===== src/rtl/ascon_pkg.sv =====
// Shared constants, helpers and FSM state type for the ASCON serial front-end.
package ascon_pkg;

  localparam int unsigned ASCON_K     = 128;
  localparam int unsigned ASCON_NW    = 128;
  localparam int unsigned ASCON_R     = 64;
  localparam int unsigned ASCON_L_DEF = 40;
  localparam int unsigned ASCON_Y_DEF = 104;

  // Longest of the four streams sets the serial frame length.
  function automatic int unsigned ascon_maxw(input int unsigned a, input int unsigned b,
                                             input int unsigned c, input int unsigned d);
    int unsigned m;
    m = a;
    if (b > m) m = b;
    if (c > m) m = c;
    if (d > m) m = d;
    return m;
  endfunction

  typedef enum logic [1:0] {
    StIdle,
    StShift,
    StLoaded,
    StBusy
  } ascon_state_e;

endpackage


===== src/rtl/ascon_serial_loader_if.sv =====
// Pad-side serial inputs and core-side parallel outputs of the serial loader.
interface ascon_serial_loader_if
  import ascon_pkg::*;
#(
  parameter int unsigned K  = ASCON_K,
  parameter int unsigned NW = ASCON_NW,
  parameter int unsigned L  = ASCON_L_DEF,
  parameter int unsigned Y  = ASCON_Y_DEF
) ();

  logic          load_enxSI;
  logic          keyxSI;
  logic          noncexSI;
  logic          associated_dataxSI;
  logic          input_dataxSI;
  logic          decryptxSI;
  logic          ascon_startxSI;
  logic          core_readyxSI;
  logic [K-1:0]  key_o;
  logic [NW-1:0] nonce_o;
  logic [L-1:0]  ad_o;
  logic [Y-1:0]  data_o;
  logic          decrypt_o;
  logic          core_start_o;
  logic          loaded_o;
  logic          busy_o;
  logic          err_o;

  // Loader side.
  modport slave (
    input  load_enxSI, keyxSI, noncexSI, associated_dataxSI, input_dataxSI,
    input  decryptxSI, ascon_startxSI, core_readyxSI,
    output key_o, nonce_o, ad_o, data_o, decrypt_o, core_start_o, loaded_o, busy_o, err_o
  );

  // Driver side (pads / bench).
  modport master (
    output load_enxSI, keyxSI, noncexSI, associated_dataxSI, input_dataxSI,
    output decryptxSI, ascon_startxSI, core_readyxSI,
    input  key_o, nonce_o, ad_o, data_o, decrypt_o, core_start_o, loaded_o, busy_o, err_o
  );

endinterface


===== src/rtl/ascon_sipo_reg.sv =====
// Serial-in parallel-out register; shifts only while the frame index is inside its width.
module ascon_sipo_reg #(
  parameter int unsigned W    = 8,
  parameter int unsigned IdxW = 7
) (
  input  logic            clk_i,
  input  logic            rst_i,
  input  logic            en_i,
  input  logic            bit_i,
  input  logic [IdxW-1:0] idx_i,
  output logic [W-1:0]    q_o
);

  logic [W-1:0] q_q;
  logic [W-1:0] q_d;
  logic [W-1:0] shifted;

  generate
    if (W == 1) begin : g_single
      assign shifted = bit_i;
    end else begin : g_multi
      assign shifted = {q_q[W-2:0], bit_i};
    end
  endgenerate

  // Accept the bit only for frame positions this stream actually owns.
  always_comb begin
    q_d = q_q;
    if (en_i && (32'(idx_i) < W)) q_d = shifted;
  end

  // Operand storage with synchronous clear.
  always_ff @(posedge clk_i) begin
    if (rst_i) q_q <= '0;
    else       q_q <= q_d;
  end

  assign q_o = q_q;

endmodule


===== src/rtl/ascon_serial_loader.sv =====
// Serial operand loader and start/busy handshake in front of the ASCON core.
module ascon_serial_loader
  import ascon_pkg::*;
#(
  parameter int unsigned K  = ASCON_K,
  parameter int unsigned NW = ASCON_NW,
  parameter int unsigned L  = ASCON_L_DEF,
  parameter int unsigned Y  = ASCON_Y_DEF
) (
  input logic                  clk,
  input logic                  rst,
  ascon_serial_loader_if.slave bus_io
);

  localparam int unsigned MaxW = ascon_maxw(K, NW, L, Y);
  localparam int unsigned CntW = (MaxW > 1) ? $clog2(MaxW) : 1;

  ascon_state_e    state_q, state_d;
  logic [CntW-1:0] bit_cnt_q, bit_cnt_d;
  logic            start_q;
  logic            loaded_q, loaded_d;
  logic            busy_q, busy_d;
  logic            core_start_q, core_start_d;
  logic            err_q, err_d;
  logic            decrypt_q, decrypt_d;
  logic            shift_en;
  logic [CntW-1:0] shift_idx;
  logic            rise;

  assign rise = bus_io.ascon_startxSI & ~start_q;

  // Next-state, counter and flag logic.
  always_comb begin
    state_d      = state_q;
    bit_cnt_d    = bit_cnt_q;
    loaded_d     = loaded_q;
    busy_d       = busy_q;
    core_start_d = 1'b0;
    err_d        = err_q;
    decrypt_d    = decrypt_q;
    shift_en     = 1'b0;
    shift_idx    = bit_cnt_q;
    unique case (state_q)
      StIdle, StShift: begin
        if (rise) err_d = 1'b1;
        if (bus_io.load_enxSI) begin
          shift_en = 1'b1;
          if (bit_cnt_q == CntW'(MaxW - 1)) begin
            bit_cnt_d = '0;
            loaded_d  = 1'b1;
            state_d   = StLoaded;
          end else begin
            bit_cnt_d = bit_cnt_q + CntW'(1);
            state_d   = StShift;
          end
        end
      end
      StLoaded: begin
        // Start has priority; a coincident serial bit is silently dropped.
        if (rise) begin
          core_start_d = 1'b1;
          busy_d       = 1'b1;
          decrypt_d    = bus_io.decryptxSI;
          state_d      = StBusy;
        end else if (bus_io.load_enxSI) begin
          shift_en  = 1'b1;
          shift_idx = '0;
          if (MaxW == 1) begin
            bit_cnt_d = '0;
          end else begin
            loaded_d  = 1'b0;
            bit_cnt_d = CntW'(1);
            state_d   = StShift;
          end
        end
      end
      StBusy: begin
        if (bus_io.load_enxSI) err_d = 1'b1;
        // Ready seen alongside our own start pulse belongs to a previous run.
        if (bus_io.core_readyxSI && !core_start_q) begin
          busy_d  = 1'b0;
          state_d = StLoaded;
        end
      end
      default: state_d = StIdle;
    endcase
  end

  // Control state registers.
  always_ff @(posedge clk) begin
    if (rst) begin
      state_q      <= StIdle;
      bit_cnt_q    <= '0;
      start_q      <= 1'b0;
      loaded_q     <= 1'b0;
      busy_q       <= 1'b0;
      core_start_q <= 1'b0;
      err_q        <= 1'b0;
      decrypt_q    <= 1'b0;
    end else begin
      state_q      <= state_d;
      bit_cnt_q    <= bit_cnt_d;
      start_q      <= bus_io.ascon_startxSI;
      loaded_q     <= loaded_d;
      busy_q       <= busy_d;
      core_start_q <= core_start_d;
      err_q        <= err_d;
      decrypt_q    <= decrypt_d;
    end
  end

  ascon_sipo_reg #(.W(K), .IdxW(CntW)) u_key (
    .clk_i (clk),
    .rst_i (rst),
    .en_i  (shift_en),
    .bit_i (bus_io.keyxSI),
    .idx_i (shift_idx),
    .q_o   (bus_io.key_o)
  );

  ascon_sipo_reg #(.W(NW), .IdxW(CntW)) u_nonce (
    .clk_i (clk),
    .rst_i (rst),
    .en_i  (shift_en),
    .bit_i (bus_io.noncexSI),
    .idx_i (shift_idx),
    .q_o   (bus_io.nonce_o)
  );

  ascon_sipo_reg #(.W(L), .IdxW(CntW)) u_ad (
    .clk_i (clk),
    .rst_i (rst),
    .en_i  (shift_en),
    .bit_i (bus_io.associated_dataxSI),
    .idx_i (shift_idx),
    .q_o   (bus_io.ad_o)
  );

  ascon_sipo_reg #(.W(Y), .IdxW(CntW)) u_data (
    .clk_i (clk),
    .rst_i (rst),
    .en_i  (shift_en),
    .bit_i (bus_io.input_dataxSI),
    .idx_i (shift_idx),
    .q_o   (bus_io.data_o)
  );

  assign bus_io.decrypt_o    = decrypt_q;
  assign bus_io.core_start_o = core_start_q;
  assign bus_io.loaded_o     = loaded_q;
  assign bus_io.busy_o       = busy_q;
  assign bus_io.err_o        = err_q;

endmodule


===== src/flat_wrapper.sv =====
// flat-port wrapper written by rule: the top's interface ports become plain ports
module ascon_serial_loader_flat import ascon_pkg::*;
#(
  parameter int unsigned K  = ASCON_K,
  parameter int unsigned NW = ASCON_NW,
  parameter int unsigned L  = ASCON_L_DEF,
  parameter int unsigned Y  = ASCON_Y_DEF
)
  (clk, rst, bus_io_load_enxSI, bus_io_keyxSI, bus_io_noncexSI, bus_io_associated_dataxSI, bus_io_input_dataxSI, bus_io_decryptxSI, bus_io_ascon_startxSI, bus_io_core_readyxSI, bus_io_key_o, bus_io_nonce_o, bus_io_ad_o, bus_io_data_o, bus_io_decrypt_o, bus_io_core_start_o, bus_io_loaded_o, bus_io_busy_o, bus_io_err_o);
  ascon_serial_loader_if #(.K(K), .NW(NW), .L(L), .Y(Y)) bus_io_i ();
  input logic clk;
  input logic rst;
  input wire logic [$bits(bus_io_i.load_enxSI)-1:0] bus_io_load_enxSI;
  input wire logic [$bits(bus_io_i.keyxSI)-1:0] bus_io_keyxSI;
  input wire logic [$bits(bus_io_i.noncexSI)-1:0] bus_io_noncexSI;
  input wire logic [$bits(bus_io_i.associated_dataxSI)-1:0] bus_io_associated_dataxSI;
  input wire logic [$bits(bus_io_i.input_dataxSI)-1:0] bus_io_input_dataxSI;
  input wire logic [$bits(bus_io_i.decryptxSI)-1:0] bus_io_decryptxSI;
  input wire logic [$bits(bus_io_i.ascon_startxSI)-1:0] bus_io_ascon_startxSI;
  input wire logic [$bits(bus_io_i.core_readyxSI)-1:0] bus_io_core_readyxSI;
  output wire logic [$bits(bus_io_i.key_o)-1:0] bus_io_key_o;
  output wire logic [$bits(bus_io_i.nonce_o)-1:0] bus_io_nonce_o;
  output wire logic [$bits(bus_io_i.ad_o)-1:0] bus_io_ad_o;
  output wire logic [$bits(bus_io_i.data_o)-1:0] bus_io_data_o;
  output wire logic [$bits(bus_io_i.decrypt_o)-1:0] bus_io_decrypt_o;
  output wire logic [$bits(bus_io_i.core_start_o)-1:0] bus_io_core_start_o;
  output wire logic [$bits(bus_io_i.loaded_o)-1:0] bus_io_loaded_o;
  output wire logic [$bits(bus_io_i.busy_o)-1:0] bus_io_busy_o;
  output wire logic [$bits(bus_io_i.err_o)-1:0] bus_io_err_o;
  assign bus_io_i.load_enxSI = bus_io_load_enxSI;
  assign bus_io_i.keyxSI = bus_io_keyxSI;
  assign bus_io_i.noncexSI = bus_io_noncexSI;
  assign bus_io_i.associated_dataxSI = bus_io_associated_dataxSI;
  assign bus_io_i.input_dataxSI = bus_io_input_dataxSI;
  assign bus_io_i.decryptxSI = bus_io_decryptxSI;
  assign bus_io_i.ascon_startxSI = bus_io_ascon_startxSI;
  assign bus_io_i.core_readyxSI = bus_io_core_readyxSI;
  assign bus_io_key_o = bus_io_i.key_o;
  assign bus_io_nonce_o = bus_io_i.nonce_o;
  assign bus_io_ad_o = bus_io_i.ad_o;
  assign bus_io_data_o = bus_io_i.data_o;
  assign bus_io_decrypt_o = bus_io_i.decrypt_o;
  assign bus_io_core_start_o = bus_io_i.core_start_o;
  assign bus_io_loaded_o = bus_io_i.loaded_o;
  assign bus_io_busy_o = bus_io_i.busy_o;
  assign bus_io_err_o = bus_io_i.err_o;
  ascon_serial_loader #(.K(K), .NW(NW), .L(L), .Y(Y)) u_core (.clk(clk), .rst(rst), .bus_io(bus_io_i));
endmodule

===== config.mk =====
export PLATFORM = sky130hd
export DESIGN_NAME = ascon_serial_loader_flat
export DESIGN_NICKNAME = d
export VERILOG_FILES = /design/src/rtl/ascon_pkg.sv /design/src/rtl/ascon_serial_loader_if.sv /design/src/rtl/ascon_sipo_reg.sv /design/src/rtl/ascon_serial_loader.sv /design/src/flat_wrapper.sv
export SDC_FILE = /design/constraint.sdc
export NUM_CORES = 1
export LEC_CHECK = 0
export ABC_AREA = 1
export BUFFER_PORTS_ARGS = -buffer_cell sky130_fd_sc_hd__buf_2
export CAP_MARGIN = 15
export CELL_PAD_IN_SITES_DETAIL_PLACEMENT = 1
export CELL_PAD_IN_SITES_GLOBAL_PLACEMENT = 1
export CORE_MARGIN = 4
export CORE_UTILIZATION = 39
export CTS_BUF_LIST = sky130_fd_sc_hd__clkbuf_4 sky130_fd_sc_hd__clkbuf_8
export CTS_CLUSTER_DIAMETER = 150
export CTS_CLUSTER_SIZE = 30
export DETAILED_ROUTE_END_ITERATION = 7
export GPL_ROUTABILITY_DRIVEN = 0
export GPL_TIMING_DRIVEN = 0
export HOLD_SLACK_MARGIN = 0.15
export PLACE_DENSITY = 0.79
export SLEW_MARGIN = 0
export SYNTH_ARGS = -nofsm -noshare
export SYNTH_HDL_FRONTEND = slang
export SYNTH_HIERARCHICAL = 1
export SYNTH_SLANG_ARGS = --single-unit
export TNS_END_PERCENT = 20

===== constraint.sdc =====
create_clock -name clk -period 2.2 [get_ports clk]
set_input_delay 0.11 -clock clk [delete_from_list [all_inputs] [get_ports clk]]
set_output_delay 0.11 -clock clk [all_outputs]
set_load 0.01 [all_outputs]

==> results of run 1 <==
## flip-flops by register name (all words and copies together), names as in the netlist
register                    count
u_core/u_key/q_o              128
u_core/u_nonce/q_o            128
u_core/u_data/q_o             104
u_core/u_ad/q_o                40
u_core/bit_cnt_q                7
u_core/state_q                  2
u_core/bus_io.busy_o            1
u_core/bus_io.core_start_o      1
u_core/bus_io.decrypt_o         1
u_core/bus_io.err_o             1
u_core/bus_io.loaded_o          1
u_core/start_q                  1
## worst min-delay path, stage by stage
cell and delay, ps:
sky130_fd_sc_hd__dlygate4sd3_1 520, sky130_fd_sc_hd__buf_2 100, sky130_fd_sc_hd__inv_1 30, sky130_fd_sc_hd__nand3_1 60
sky130_fd_sc_hd__nand2_1 50, sky130_fd_sc_hd__nor2_1 80
## metal layers
| layer | global-route usage | vias up | share of wire |
|---|---|---|---|
| met5 | 0 | - | 0 |
| met4 | 0.0542 | 0 | 0.028 |
| met3 | 0.0509 | 67 | 0.056 |
| met2 | 0.389 | 280 | 0.48 |
| met1 | 0.273 | 8035 | 0.43 |
| li1 | - | 8748 | - |
## where the power goes
| part | internal [µW] | total [µW] | switching [µW] | leakage (µW) |
|---|---|---|---|---|
| Clock | 719 | 3030 | 2310 | 0.000122 |
| Sequential | 8000 | 8370 | 369 | 0.00343 |
| Combinational | 937 | 2510 | 1570 | 0.00773 |
| Total | 9660 | 13900 | 4250 | 0.0113 |
## cell type report
class / instances / area (µm²)
fill: 6112 / 23600
sequential: 415 / 8310
multi-input combinational: 1691 / 6810
timing repair buffer: 428 / 2210
inverter: 427 / 1600
buffer: 161 / 882
tap: 592 / 741
clock buffer: 17 / 234
clock inverter: 1 / 7.51
antenna: 3 / 7.51
## per-stage QoR
step	hold slack (ps)	cell area [µm²]	total power (µW)	std cells	setup TNS, ps
finish	371	20800	13900	3735	0
global route	356	20800	14800	3735	0
CTS	325	20800	14100	3732	0
detailed placement	364	20400	11000	3700	-213
global placement	344	20400	10900	3700	0
floorplan	235	17600	10000	2694	0
## what timing repair did
| action | in CTS | in global routing |
|---|---|---|
| hold endpoints to repair | 33 | 0 |
| endpoints found under the setup margin | 28 | 101 |
| resized for setup | 1 | 4 |
| buffers inserted | 0 | 0 |
| hold buffers | 14 | 0 |
## worst max-delay path by stage
stage	from	endpoint	slack [ps]
after detailed placement	u_core/state_q[1]$_SDFFE_PP0P_	u_core/u_data/q_o[90]$_SDFFE_PP0P_	-40
final	u_core/state_q[1]$_SDFFE_PP0P_	u_core/u_data/q_o[90]$_SDFFE_PP0P_	200
after global placement	u_core/state_q[1]$_SDFFE_PP0P_	u_core/u_data/q_o[91]$_SDFFE_PP0P_	50
after CTS	u_core/state_q[1]$_SDFFE_PP0P_	u_core/u_data/q_o[90]$_SDFFE_PP0P_	7
after global routing	u_core/state_q[1]$_SDFFE_PP0P_	u_core/u_data/q_o[93]$_SDFFE_PP0P_	40
after floorplan	u_core/state_q[1]$_SDFFE_PP0P_	u_core/u_data/q_o[88]$_SDFFE_PP0P_	610
==> results.cfg, run 1 <==
[power]
power_per_cell_area_nw_per_um2 = 668
vdd_ir_drop_max_v = 0.000540
power_leakage_uw = 0.0113

[critical_path]
worst_setup_slack_for_register_to_register_paths_ps = 200
crit_fanout = 19
crit_path_slowest_cell = sky130_fd_sc_hd__dfxtp_2
r2r_start = u_core/state_q[1]$_SDFFE_PP0P_
setup.worst_path.class = reg -> reg
cp.buffers_inverters = 4
critPathTopFamily = buffers and inverters
crit_path_max_incr_delay_ps = 420
critical_path.endpoint_type = flip-flop
worst-r2r-cell-count = 10
rr_endpoint = u_core/u_data/q_o[90]$_SDFFE_PP0P_
critPathRequiredTime_ps = 2720
timing.critical_path.cells = inv_2, nor2_8, nand3_4, nand2_8, buf_4, clkbuf_4, buf_2, nand3_1, nand2_1, nor2_1
worstSetupStartpointType = flip-flop
path_depth = 10
critPathArrivalTime_ps = 2520

[floorplan]
die_height_um = 220
top_level_ports = 415
dieWidth_um = 220
die_footprint_um2 = 48600
floorplan.core_area_um2 = 44400
starting_density = 0.396
core.rowCount = 77

[cts]
cts_max_level = 1
ctsRootBufferMaster = sky130_fd_sc_hd__clkbuf_8
clkTransAtPathRegs_ps = 180
tritoncts_num_sinks = 415
worstSkewPairLatency_ps = 610
clock_tree.buffer_depth = 3
tritoncts_clock_tree = built
cts-buffers-inserted = 17

[sta]
clock-skew-final_ps = 25.7
smallest_setup_slack_after_layout_ps = 199
maxClockFrequency_mhz = 500
hold_violations = 0
timing_worst_slew_pin_value_ps = 492
grt_setup_unrepaired = no
fin_crit_ps = 2000
max_slew_margin = 0.672
finalCritPeriodShare = 0.910
slew_violations = 0
timing.final.setup_violations = 0

[worst_hold_path]
hold-path-cell-count = 6
worst_hold_path_type = in -> reg
whs_endpoint = u_core/u_ad/q_o[0]$_SDFFE_PP0P_
hold_start = bus_io_associated_dataxSI

[final_layout]
finish.utilization = 0.469
most-common-layout-cells = 694 x sky130_fd_sc_hd__nand2_1, 679 x sky130_fd_sc_hd__nor2_1, 512 x sky130_fd_sc_hd__buf_2
layout.cells.most_common = sky130_fd_sc_hd__nand2_1
post_route_cells_drive_above_1_share = 0.185
finish.net_count = 3152
area_delta_synth_final_pct = 18.3

[global_routing]
gr_util_all_layers = 0.221
overflow = 0
grt_first_pass_wirelength_um = 88500
number_of_global_route_vias_before_repair = 17000
grt_start_max_net_pins = 31
antenna_found_initial = 4

[placed_design]
hpwl_um = 42800
place_ws_ps = -44.5
buffer_ports.inserted = 414

[synthesis]
synthesis.instances = 2694
synth_warnings = 6
synth_area_um2 = 17600
syn-mean-instance-area_um2 = 6.53
syn_nets = 2705

[detailed_routing]
first_iter_violations = 812
detail_route.drc_violations = 0
drt-pass1-iter-count = 4
post_drt_via_cell_ratio = 4.59
routed_wire_length_per_instance_um = 15.0
drt.antenna.violating_nets = 0
detailroute.via_count = 17100
routed_wirelength_um = 56100

[run_status]
status = complete, no violations

[run]
timing.max_cap.violations = 0
Note: power is estimated with default switching activity, not from simulation.
==> run 2, diff against run 1 <==
- ABC_AREA: 1 -> 0
- CORE_UTILIZATION: 39 -> 42
- PLACE_DENSITY: 0.79 -> 0.78
==> results.cfg, run 2 <==
[floorplan]
starting_density = 0.426
die_footprint_um2 = 40400
floorplan.core_area_um2 = 36700
core.rowCount = 70
dieWidth_um = 201
top_level_ports = 415
die_height_um = 201

[final_layout]
post_route_cells_drive_above_1_share = 0.273
final_cell_count_no_fill = 2289
fin_area_um2 = 18700
antenna_cells_inserted = 0
area_delta_synth_final_pct = 19.5
layout.cells.most_common = sky130_fd_sc_hd__buf_2
finish.net_count = 1832
most-common-layout-cells = 422 x sky130_fd_sc_hd__buf_2, 414 x sky130_fd_sc_hd__dfxtp_1, 399 x sky130_fd_sc_hd__mux2i_1

[worst_hold_path]
worst_hold_path_type = in -> reg
hold_start = bus_io_ascon_startxSI
hold-path-cell-count = 3

[power]
vdd_ir_drop_max_v = 0.000430
power_leakage_uw = 0.00974
power_per_cell_area_nw_per_um2 = 613

[cts]
tritoncts_clock_tree = built
cts_max_level = 1
cts-buffers-inserted = 17
clkTransAtPathRegs_ps = 180
ctsRootBufferMaster = sky130_fd_sc_hd__clkbuf_8
worstSkewPairLatency_ps = 600
clock_tree.buffer_depth = 3
tritoncts_num_sinks = 415

[critical_path]
timing.critical_path.cells = nand2b_1, nor2_1, nand2_1, dlygate4sd3_1, a21oi_1, dlygate4sd3_1
critPathArrivalTime_ps = 2630
critical_path.endpoint_type = flip-flop
crit_path_max_incr_delay_ps = 570
crit_path_slowest_cell = sky130_fd_sc_hd__dlygate4sd3_1
worst_setup_slack_for_register_to_register_paths_ps = 130
crit_path_start = u_core/state_q[0]$_SDFFE_PP0P_
crit_fanout = 6
r2r_start = u_core/state_q[0]$_SDFFE_PP0P_
critPathRequiredTime_ps = 2760
cpMostUsedCell = sky130_fd_sc_hd__dlygate4sd3_1
setup.worst_path.class = reg -> reg
worst-r2r-cell-count = 6
worstSetupStartpointType = flip-flop

[sta]
slew_violations = 0
timing_worst_slew_pin_value_ps = 478
clock-skew-final_ps = 33.1
final.hold.worst_slack_ps = 309
maxClockFrequency_mhz = 483
finalCritPeriodShare = 0.940
grt_setup_unrepaired = no
max_slew_margin = 0.681
hold_violations = 0
smallest_setup_slack_after_layout_ps = 131
fin_crit_ps = 2070
finalSetupTns_ps = 0
timing.final.setup_violations = 0

[global_routing]
antenna_found_initial = 0
grt_start_max_net_pins = 31
grt_first_pass_wirelength_um = 64900
gr_util_all_layers = 0.192
number_of_global_route_vias_before_repair = 11700
overflow = 0

[synthesis]
synth_warnings = 6
synth_area_um2 = 15600
syn-mean-instance-area_um2 = 11.4
syn_nets = 1387
synthesis.instances = 1376

[placed_design]
dpl-instance-area_um2 = 18300
hpwl_um = 31000
buffer_ports.inserted = 414
place_ws_ps = -32.0
cell_count_after_placement = 2258

[detailed_routing]
detail_route.drc_violations = 0
drt.antenna.violating_nets = 0
detailroute.via_count = 11100
drt-pass1-iter-count = 5
routed_wirelength_um = 40600
routed_wire_length_per_instance_um = 17.7
first_iter_violations = 403
post_drt_via_cell_ratio = 4.87

[run]
timing.max_cap.violations = 0

[run_status]
status = complete, no violations
-- run 2: final timing paths --
check	to
worst max register to register	u_core/bus_io.decrypt_o$_SDFFE_PP0P_
worst max-delay path	u_core/bus_io.decrypt_o$_SDFFE_PP0P_
worst min register to register	u_core/bus_io.loaded_o$_SDFFE_PP0P_
worst min-delay path	u_core/start_q$_SDFF_PP0_
-- run 2: worst max-delay path: cells and delay by family, from the launching register on --
kind                   cells  cell delay (ps)
AO/OA/AOI/OAI              1              140
flip-flops                 1              390
AND/OR/NAND/NOR            3              380
buffers and inverters      2             1120
-- run 2: cell type report --
type / instances / area (µm²)
sequential: 415 / 8310
fill: 4135 / 18000
timing repair buffer: 427 / 2200
inverter: 5 / 21.3
clock inverter: 2 / 15.0
tap: 468 / 586
clock buffer: 17 / 234
multi-input combinational: 865 / 6310
buffer: 90 / 1020
-- run 2: per-layer routing --
layer	GRT usage	wire length (µm)
met4	0.0401	811
met5	0	0
met2	0.336	19700
met3	0.0498	2680
met1	0.240	17400
-- run 2: repair_timing --
action | 4_1_cts | 5_1_grt
hold buffers | 11 | 0
setup buffers | 0 | 2
hold endpoints to repair | 18 | 0
setup endpoints to repair | 119 | 109
gates resized for setup | 2 | 6
pin swaps | 0 | 0
-- run 2: metrics by stage --
| stage | power [µW] | utilization |
|---|---|---|
| 3_5_place_dp | 8700 | 0.499 |
| 4_1_cts | 11600 | 0.509 |
| 2_1_floorplan | 8540 | - |
| 5_1_grt | 11900 | 0.509 |
| 3_3_place_gp | 8690 | 0.499 |
| 6_report | 11500 | 0.509 |
-- run 2: power by group --
part / switching, µW / internal, µW
clock network: 2180 / 722
registers: 15.3 / 7540
logic: 489 / 505
total: 2690 / 8770
==> run 3, diff against run 2 <==
- CORE_UTILIZATION: 42 -> 41
- PLACE_DENSITY: 0.78 -> 0.79
- SYNTH_HIERARCHICAL: 1 -> unset
==> results.cfg, run 3 <==
[run_status]
status = complete, no violations

[power]
sequentialPowerShare = 0.680
power_leakage_uw = 0.00782
total_power_uw = 11100
clock_network_power_share = 0.267
vdd_ir_drop_max_v = 0.000500
power_per_cell_area_nw_per_um2 = 589
switching_power_uw = 2650
comb_power_share = 0.053
cellInternalPower_uw = 8450
sw_frac_of_total = 0.239

[critical_path]
critical_path.endpoint_type = flip-flop
timing.critical_path.cells = and2b_1, o21ai_4, clkbuf_2, buf_1, nand3_1, a21oi_1
critPathRequiredTime_ps = 2740
cp.buffers_inverters = 2
crit_path_max_incr_delay_ps = 410
crit_path_start = u_core.start_q$_SDFF_PP0_
crit_path_slowest_cell = sky130_fd_sc_hd__clkbuf_2
worst_setup_slack_for_register_to_register_paths_ps = 100
critPathArrivalTime_ps = 2640
setup.worst_path.class = reg -> reg
rr_endpoint = u_core.u_nonce.q_o[79]$_SDFFE_PP0P_
worst-r2r-cell-count = 6
worstSetupStartpointType = flip-flop
setup.worst_path.end = u_core.u_nonce.q_o[79]$_SDFFE_PP0P_
r2r_start = u_core.start_q$_SDFF_PP0_
path_depth = 6
critPathTopFamily = buffers and inverters
crit_fanout = 10

[sta]
maxClockFrequency_mhz = 476
fin_crit_ps = 2100
smallest_setup_slack_after_layout_ps = 97.0
timing.final.setup_violations = 0
clock-skew-final_ps = 15.0
slew_violations = 0
finalCritPeriodShare = 0.956
grt_setup_unrepaired = yes
max_slew_margin = 0.333
timing_worst_slew_pin_value_ps = 989
hold_violations = 0
final.hold.worst_slack_ps = 177

[synthesis]
synth_edf_count = 0
synthMuxAreaShare = 0.0915
ys_seq_elements = 415
ys_async_sr_fraction = 0
basic_gate_share_of_the_synthesized_area_counting_and_or_nand_and_nor_cells = 0.151
synthesis.instances = 1724
synth.largest_area_cell = sky130_fd_sc_hd__dfxtp_1
synth_fa_ha_area_frac = 0.000794
synth_xor_area_frac = 0
yosys.area.top_type_share = 0.527
syn-mean-instance-area_um2 = 9.14
synth_warnings = 0
syn_nets = 1735
synth_sequential_area_ratio = 0.527
synthDistinctLibCells = 36
synth.cells.most_frequent = 415 x sky130_fd_sc_hd__dfxtp_1, 261 x sky130_fd_sc_hd__a21oi_1, 260 x sky130_fd_sc_hd__nand3_1, 260 x sky130_fd_sc_hd__o21ai_0, 152 x sky130_fd_sc_hd__clkbuf_1
ys.flop_type = sky130_fd_sc_hd__dfxtp_1
synth_compound_area_frac = 0.177
synth_top_area_cells = sky130_fd_sc_hd__dfxtp_1 53%, sky130_fd_sc_hd__mux2i_1 9.1%, sky130_fd_sc_hd__a21oi_1 8.3%, sky130_fd_sc_hd__nand3_1 8.3%, sky130_fd_sc_hd__o21ai_0 8.3%
synth_area_um2 = 15800
synth.most_common_cell = sky130_fd_sc_hd__dfxtp_1
largest_family_of_logic_cells_by_synthesized_area = compound AO/OA/AOI/OAI gates

[detailed_routing]
first_iter_violations = 615
detail_route.drc_violations = 0
routed_wire_length_per_instance_um = 19.1
drt-pass1-iter-count = 5
routed_wirelength_um = 51000
post_drt_via_cell_ratio = 5.35
drt.antenna.violating_nets = 0
detailroute.via_count = 14300

[global_routing]
grt_first_pass_wirelength_um = 80200
overflow = 0
antenna_found_initial = 4
grt_start_max_net_pins = 31
number_of_global_route_vias_before_repair = 14600
gr_util_all_layers = 0.231

[placed_design]
place_ws_ps = -290
dpl-instance-area_um2 = 18500
hpwl_um = 37800
buffer_ports.inserted = 412

[worst_hold_path]
worst_hold_path_type = in -> reg

[cts]
cts-buffers-inserted = 17
clock_tree.buffer_depth = 3
cts_max_level = 1
clkTransAtPathRegs_ps = 170
tritoncts_clock_tree = built
tritoncts_num_sinks = 415
worstSkewPairLatency_ps = 590
ctsRootBufferMaster = sky130_fd_sc_hd__clkbuf_8

[final_layout]
layout.cells.most_common = sky130_fd_sc_hd__buf_2
fin_area_um2 = 18900
post_route_cells_drive_above_1_share = 0.221
finish.net_count = 2175
n_fill_cell = 4648
most-common-layout-cells = 420 x sky130_fd_sc_hd__buf_2, 414 x sky130_fd_sc_hd__dfxtp_1, 261 x sky130_fd_sc_hd__a21oi_1
area_delta_synth_final_pct = 19.7

[floorplan]
floorplan.core_area_um2 = 37800
core.rowCount = 71
top_level_ports = 415
die_footprint_um2 = 41600
dieWidth_um = 204
die_height_um = 204
starting_density = 0.417

[run]
timing.max_cap.violations = 0
==> run 3: cell count changes in the layout (fill, tap and decap cells not counted), sizes merged, moves of 5 or more <==
| cell | delta |
|---|---|
| a21oi | +258 |
| a311oi | +5 |
| buf | -26 |
| clkbuf | +114 |
| mux2i | -255 |
| nand3 | +258 |
| nor2 | -257 |
| nor2b | -5 |
| o21ai | +256 |
==> run 3: cell type report <==
| cell class | count | area, µm² | share of cell area |
|---|---|---|---|
| buffer | 182 | 855 | 0.0453 |
| tap | 511 | 639 | 0.0339 |
| inverter | 2 | 7.51 | 0.000398 |
| clock inverter | 1 | 7.51 | 0.000398 |
| multi-input combinational | 1124 | 6630 | 0.352 |
| clock buffer | 17 | 234 | 0.0124 |
| sequential | 415 | 8310 | 0.441 |
| antenna | 3 | 7.51 | 0.000398 |
| timing repair buffer | 422 | 2160 | 0.115 |
==> run 3: logic make-up after synthesis <==
kind of cell	after synthesis
buf+inv	185
flops	415
simple gates	436
compound gates	543
mux	144
fa+ha+maj	1
==> run 3: worst min-delay path by stage <==
stage / endpoint / startpoint / slack [ps] / cells after the start
5_1_grt: u_core.u_data.q_o[11]$_SDFFE_PP0P_ / rst / 210 / 3
3_3_place_gp: u_core.start_q$_SDFF_PP0_ / bus_io_ascon_startxSI / 360 / 2
3_5_place_dp: u_core.bus_io.decrypt_o$_SDFFE_PP0P_ / bus_io_decryptxSI / 370 / 3
6_report: u_core.u_data.q_o[11]$_SDFFE_PP0P_ / rst / 180 / 3
4_1_cts: u_core.u_data.q_o[11]$_SDFFE_PP0P_ / rst / 170 / 3
2_1_floorplan: u_core.start_q$_SDFF_PP0_ / bus_io_ascon_startxSI / 240 / 1
==> run 3: power groups by stage <==
stage	clock, µW	sequential (µW)	combinational (µW)
floorplan	0	7710	407
global placement	0	7710	565
detailed placement	0	7710	576
CTS	3090	7550	594
global route	3360	7560	647
finish	2960	7550	590
==> run 3: worst register-to-register path, delay by kind of cell (launching register included) <==
family | cells | cell delay, ps
DFF | 1 | 350
and+or+nand+nor | 2 | 400
AOI/OAI and AO/OA | 2 | 490
buffers and inverters | 2 | 810
==> run 3: repair_timing <==
action | in CTS | in global routing
endpoints found under the hold margin | 23 | 0
hold buffers | 10 | 0
setup endpoints to repair | 201 | 200
pin swaps | 0 | 2
gates resized for setup | 6 | 35
setup buffers | 0 | 0
==> run 3: routing by layer <==
| layer | part of all wire | GRT usage | vias up |
|---|---|---|---|
| met1 | 0.43 | 0.296 | 6993 |
| met3 | 0.072 | 0.0622 | 55 |
| met4 | 0.023 | 0.0567 | 2 |
| li1 | - | - | 6933 |
| met5 | 0.00014 | 0 | - |
| met2 | 0.47 | 0.391 | 339 |
==> run 3: metrics by stage <==
step	utilization	cells	TNS (ps)
after floorplan	-	1724	0
after global placement	0.489	2647	-20310
after detailed placement	0.489	2647	-29530
after CTS	0.498	2675	0
after global routing	0.499	2677	-1790
final	0.499	2677	0
